[src/rtl/pie_dec.sv]
// pie_dec: PIE receive decoder turning the reader envelope into command bits,
// RTcal/TRcal measurements and end-of-command / error strobes.
module pie_dec #(
    parameter int CNT_W     = 10,
    parameter int DELIM_MIN = 16,
    parameter int DELIM_MAX = 32
) (
    input  logic             clk_dpie,
    input  logic             rst_n,
    input  logic             en_rx,
    input  logic             pie_code,
    output logic             rx_bit,
    output logic             rx_bit_vld,
    output logic             preamble,
    output logic [CNT_W-1:0] rtcal,
    output logic [CNT_W-1:0] trcal,
    output logic             cmd_done,
    output logic             rx_err
);
    localparam int W = CNT_W + 2;
    localparam logic [W-1:0] DMIN = W'(DELIM_MIN);
    localparam logic [W-1:0] DMAX = W'(DELIM_MAX);

    typedef enum logic [2:0] {IDLE, DELIM, TARI, RTCAL, CAL_OR_DATA, DATA} state_t;
    state_t state_q, state_d;

    logic s1_q, s2_q, s3_q, fall_pend_q, fall_pend_d;
    logic [CNT_W-1:0] cnt_q, cnt_d, tari_q, tari_d, pivot_q, pivot_d;
    logic [CNT_W-1:0] rtcal_q, rtcal_d, trcal_q, trcal_d;
    logic bit_q, bit_d, vld_q, vld_d, pre_q, pre_d, done_q, done_d, err_q, err_d;

    logic rise, fall, sat, delim_ok, rt_ok, tmo, is_tr, meas, cal, rt_set;
    logic [CNT_W-1:0] len_c;
    logic [W-1:0] len, tari2, rt_lo, rt_hi;

    assign rise  = s2_q & ~s3_q;
    assign fall  = ~s2_q & s3_q;
    assign sat   = &cnt_q;
    // saturating increment doubles as the measured length of the current interval
    assign len_c = cnt_q + CNT_W'(!sat);
    assign len   = {2'b0, len_c};
    assign tari2 = {1'b0, tari_q, 1'b0};
    assign rt_lo = tari2 + {3'b0, tari_q[CNT_W-1:1]};
    assign rt_hi = tari2 + {2'b0, tari_q};
    assign delim_ok = (len >= DMIN) && (len <= DMAX);
    assign rt_ok    = (len >= rt_lo) && (len <= rt_hi);
    assign tmo      = (len >= {1'b0, rtcal_q, 1'b0}) || sat;
    assign is_tr    = len > {2'b0, rtcal_q};
    assign meas     = state_q inside {DELIM, TARI, RTCAL, CAL_OR_DATA};

    always_ff @(posedge clk_dpie or negedge rst_n) begin
        if (!rst_n) begin
            {s1_q, s2_q, s3_q} <= 3'b111;
            state_q     <= IDLE;
            fall_pend_q <= 1'b0;
            cnt_q       <= '0;
            tari_q      <= '0;
            pivot_q     <= '0;
            rtcal_q     <= '0;
            trcal_q     <= '0;
            {bit_q, vld_q, pre_q, done_q, err_q} <= '0;
        end else begin
            {s1_q, s2_q, s3_q} <= {pie_code, s1_q, s2_q};
            state_q     <= state_d;
            fall_pend_q <= fall_pend_d;
            cnt_q       <= cnt_d;
            tari_q      <= tari_d;
            pivot_q     <= pivot_d;
            rtcal_q     <= rtcal_d;
            trcal_q     <= trcal_d;
            {bit_q, vld_q, pre_q, done_q, err_q} <= {bit_d, vld_d, pre_d, done_d, err_d};
        end
    end

    always_comb begin
        state_d = state_q;
        if (!en_rx) state_d = IDLE;
        else case (state_q)
            IDLE:        if (fall || fall_pend_q) state_d = DELIM;
            DELIM:       if (rise) state_d = delim_ok ? TARI : IDLE; else if (sat) state_d = IDLE;
            TARI:        if (rise) state_d = RTCAL; else if (sat) state_d = IDLE;
            RTCAL:       if (rise) state_d = rt_ok ? CAL_OR_DATA : IDLE; else if (sat) state_d = IDLE;
            CAL_OR_DATA: if (rise) state_d = DATA; else if (sat) state_d = IDLE;
            DATA:        if (!rise && tmo) state_d = IDLE;
            default:     state_d = IDLE;
        endcase
    end

    always_comb begin
        err_d  = en_rx & (rise ? ((state_q == DELIM) & !delim_ok) | ((state_q == RTCAL) & !rt_ok)
                               : meas & sat);
        done_d = en_rx & (state_q == DATA) & !rise & tmo;
        cal    = en_rx & rise & (state_q == CAL_OR_DATA);
        rt_set = en_rx & rise & (state_q == RTCAL) & rt_ok;
        vld_d  = en_rx & rise & ((state_q == DATA) | ((state_q == CAL_OR_DATA) & !is_tr));
        bit_d  = vld_d & (len > {2'b0, pivot_q});
        tari_d  = (en_rx & rise & (state_q == TARI)) ? len_c : tari_q;
        rtcal_d = rt_set ? len_c : rtcal_q;
        pivot_d = rt_set ? len_c >> 1 : pivot_q;
        pre_d   = cal ? is_tr : pre_q;
        trcal_d = cal ? (is_tr ? len_c : '0) : trcal_q;
        // a fall coinciding with cmd_done starts the next delimiter measurement
        cnt_d       = (rise | (fall & ((state_q == IDLE) | done_d))) ? '0 : len_c;
        fall_pend_d = done_d & fall;
    end

    assign rx_bit     = bit_q;
    assign rx_bit_vld = vld_q;
    assign preamble   = pre_q;
    assign rtcal      = rtcal_q;
    assign trcal      = trcal_q;
    assign cmd_done   = done_q;
    assign rx_err     = err_q;
endmodule

[config.mk]
export PLATFORM = sky130hd
export DESIGN_NAME = pie_dec
export DESIGN_NICKNAME = d
export VERILOG_FILES = /design/src/rtl/pie_dec.sv
export SDC_FILE = /design/constraint.sdc
export NUM_CORES = 1
export LEC_CHECK = 0
export BUFFER_PORTS_ARGS = -buffer_cell sky130_fd_sc_hd__buf_4
export CORE_UTILIZATION = 60
export CTS_CLUSTER_SIZE = 25
export DETAILED_ROUTE_END_ITERATION = 7
export GPL_ROUTABILITY_DRIVEN = 1
export PLACE_DENSITY = 0.86
export SETUP_SLACK_MARGIN = 0.2
export SYNTH_ARGS = -nofsm -noshare
export SYNTH_HDL_FRONTEND = slang
export SYNTH_SLANG_ARGS = --single-unit
[constraint.sdc]
create_clock -name clk_dpie -period 12.5 [get_ports clk_dpie]
set_clock_uncertainty 0.15 [all_clocks]
set_input_delay 0 -clock clk_dpie [delete_from_list [all_inputs] [get_ports clk_dpie]]
set_output_delay 0 -clock clk_dpie [all_outputs]
set_load 0.01 [all_outputs]
==> results.toml <==
[run_status]
outcome = "complete, but fails checks"
violations = "DRC"

[global_route]
grt_pass1_vias = 3377
grt_usage_pct = 28.8
grt_max_degree = 53
overflow = 0
grt_pass1_wl_mm = 16.4
antenna_found_initial = 0

[synth]
syn-cell-area_mm2 = 0.00411
ys_seq_area_share_pct = 31.7
synth_ff_type = "dfrtp_1"
syn-num-nets = 504
ys_top_cells_by_area = "dfrtp_1 30%, ha_1 19%, inv_1 3.1%"
yosys_warnings = 0
ys_seq_elements = 52
synth_top_area_share_pct = 29.8
synth_top_area_cell = "dfrtp_1"
ys_types = 67
synthArstFlopShare_pct = 100
synth-edff-count = 0
syn_area_per_cell_um2 = 9.48
synth_cells = 434

[power_and_ir_drop]
p_sw_uw = 108
seqPwrFrac_pct = 51.6
p_int_uw = 237
peakVddDrop_mv = 0.0740
power_density_mw_per_mm2 = 76.6
p_comb_share_pct = 19.5
clkPwrFrac_pct = 28.9
power_leakage_uw = 0.00240
netSwitchingFraction_pct = 31.3

[sta]
rsz0062_at_grt = "false"
slew_viol_final = 0
min_period_ns = 5.02
maxSlewHeadroom_pct = 36.3
min_period_over_period_pct = 40.1
hold_violations = 0
tightest_slew_ns = 0.952
tns_ns = 0
fmax_ghz = 0.199
setup_violations = 0
holdWs_ns = 0.0975

[routing]
drc_errors = 4
vias = 3440
wirelength_mm = 9.54
dr.first_iter.drc_count = 311
ant_nets = 0
via_per_inst = 6.35
wl_per_cell_um = 17.6
first_pass_iters = 7

[layout]
fin_area_mm2 = 0.00450
regArea_mm2 = 0.00131
fin_util_pct = 69.3
area.growth.synth_to_final_pct = 9.49
nets = 534
n_antenna_cell = 0
multi_input_area_mm2 = 0.00262
final_layout_size_suffix_gt1_share_pct = 11.6
fillCellCount = 503

[clock_network]
cts.sinks = 52
cts_tree = "built"
numCtsBuffers = 5
cts_buffer_depth = 2
clk_latency_ns = 0.32
root_buffer = "clkbuf_8"
htree_levels = 2
post_cts_buffers = 0
cts.clk_slew.worst_paths_ns = 0.10

[worst_setup_path]
required_ns = 12.54
worstSetupStartpointType = "flip-flop"
rrSetupSlack_ns = 7.48
cp_max_fo = 11
cp_data_arrival_time_ns = 5.06
crit_path_end_kind = "flip-flop"
worstSetupPathType = "flip-flop to flip-flop"

[run]
max_cap_violations = 0

[hold_path]
hold_path.class = "primary input to asynchronous set/reset pin"

[die]
die_h_um = 84.8
die-area_mm2 = 0.00719
ios = 29
num_rows = 29
die_w_um = 84.8
start_util_pct = 63.3
core_region_area_mm2 = 0.00649

[placed_design]
gp_congestion = 0.918
place_area_mm2 = 0.00438
io_buffers = 28
dp_hpwl_mm = 7.31
-- worst max-delay path: stages (launching register included) --
cell	delay, ns
dfrtp_1	0.46
and4_1	0.26
and3_1	0.19
nand2_1	0.06
nor2_1	0.28
inv_1	0.12
ha_1	0.27
ha_1	0.26
xnor2_1	0.46
inv_1	0.27
ha_1	0.34
o21ai_0	0.07
o21ai_0	0.13
a221oi_1	0.39
a22oi_1	0.12
o21a_1	0.24
o32ai_2	0.15
nor4_2	0.08
buf_4	0.22
or3_1	0.37
-- layout make-up --
type	instances	area share [%]
tap	77	2.14
timing repair buffer	34	5.83
sequential	52	29.0
inverter	35	2.97
clock inverter	2	0.361
clock buffer	6	1.61
multi-input combinational	336	58.1
-- synthesized netlist by cell type (3+ instances only) --
cell type	instances
dfrtp_1	49
nand4_1	6
nor2_1	30
xnor2_1	9
a21oi_1	23
ha_1	64
a31oi_1	5
xor2_1	12
mux2i_1	11
nand3_1	13
or3_1	5
nor3_1	10
o21ai_0	11
dfstp_2	3
o21a_1	16
inv_1	34
and3_1	7
clkbuf_1	8
o31ai_1	14
nand2_1	24
nand2b_1	4
a21o_1	13
nor2b_1	7
-- registers in the layout, summed over array words and instances (netlist names), 3 cells and up --
name / cells
tari_q: 10
trcal: 10
cnt_q: 10
rtcal: 10
state_q: 3
-- per-layer routing --
layer | vias up | global-route usage (%) | share of wire (%)
met5 | - | 0 | 0
met4 | 0 | 7.70 | 1.4
met3 | 15 | 6.00 | 5.4
met2 | 120 | 46.6 | 47
met1 | 1645 | 39.5 | 47
li1 | 1660 | - | -
-- per-stage QoR --
step	worst slack (ns)	std cells	power (uW)
2_1_floorplan	8.37	434	223
3_3_place_gp	7.79	531	240
3_5_place_dp	7.57	531	245
4_1_cts	7.52	542	345
5_1_grt	7.08	542	363
6_report	7.48	542	345
-- cells by family after synthesis --
kind of cell	after synthesis	share of synthesized area [%]
AO/OA/AOI/OAI	118	20.6
buffers and inverters	46	4.65
multiplexers	13	3.32
XOR/XNOR	21	4.47
AND/OR/NAND/NOR	118	14.8
flip-flops	52	31.7
adder cells (fa/ha/maj)	66	20.4
-- power groups by stage --
stage / combinational, uW / clock (uW) / sequential, uW
3_5_place_dp: 64.3 / 0 / 181
3_3_place_gp: 60.0 / 0 / 180
4_1_cts: 66.5 / 101 / 178
2_1_floorplan: 43.4 / 0 / 179
6_report: 67.4 / 99.5 / 178
5_1_grt: 74.8 / 109 / 179
-- path summary, 6_finish.rpt --
kind,startpoint,endpoint,cells after the start
max in group asynchronous,rst_n,tari_q[1],2
hold reg to reg,s1_q,s2_q,0
hold / removal,rst_n,cnt_q[7],2
min in group clk_dpie,pie_code,s1_q,2
setup / recovery,cnt_q[2],state_q[2],19
setup reg to reg,cnt_q[2],state_q[2],19
-- cell usage in the layout (no fill, tap or decap), drive strengths merged, types with 5 or more instances in the layout --
master and count:
inv 36, o21ai 14, dfrtp 49, xor2 12, nor2b 7, o21a 16, mux2i 11, nand4 7
or3 5, clkbuf 6, nand3 13, and3 8, nor3 10, a31oi 5, nand2 24, a21oi 23
nor2 30, xnor2 9, o31ai 14, a21o 13, buf 31, ha 64
-- what timing repair did --
item,in CTS,in global routing
gates resized for setup,0,0
endpoints found under the hold margin,57,0
hold buffers,3,0
(Power assumes the default switching activity.)
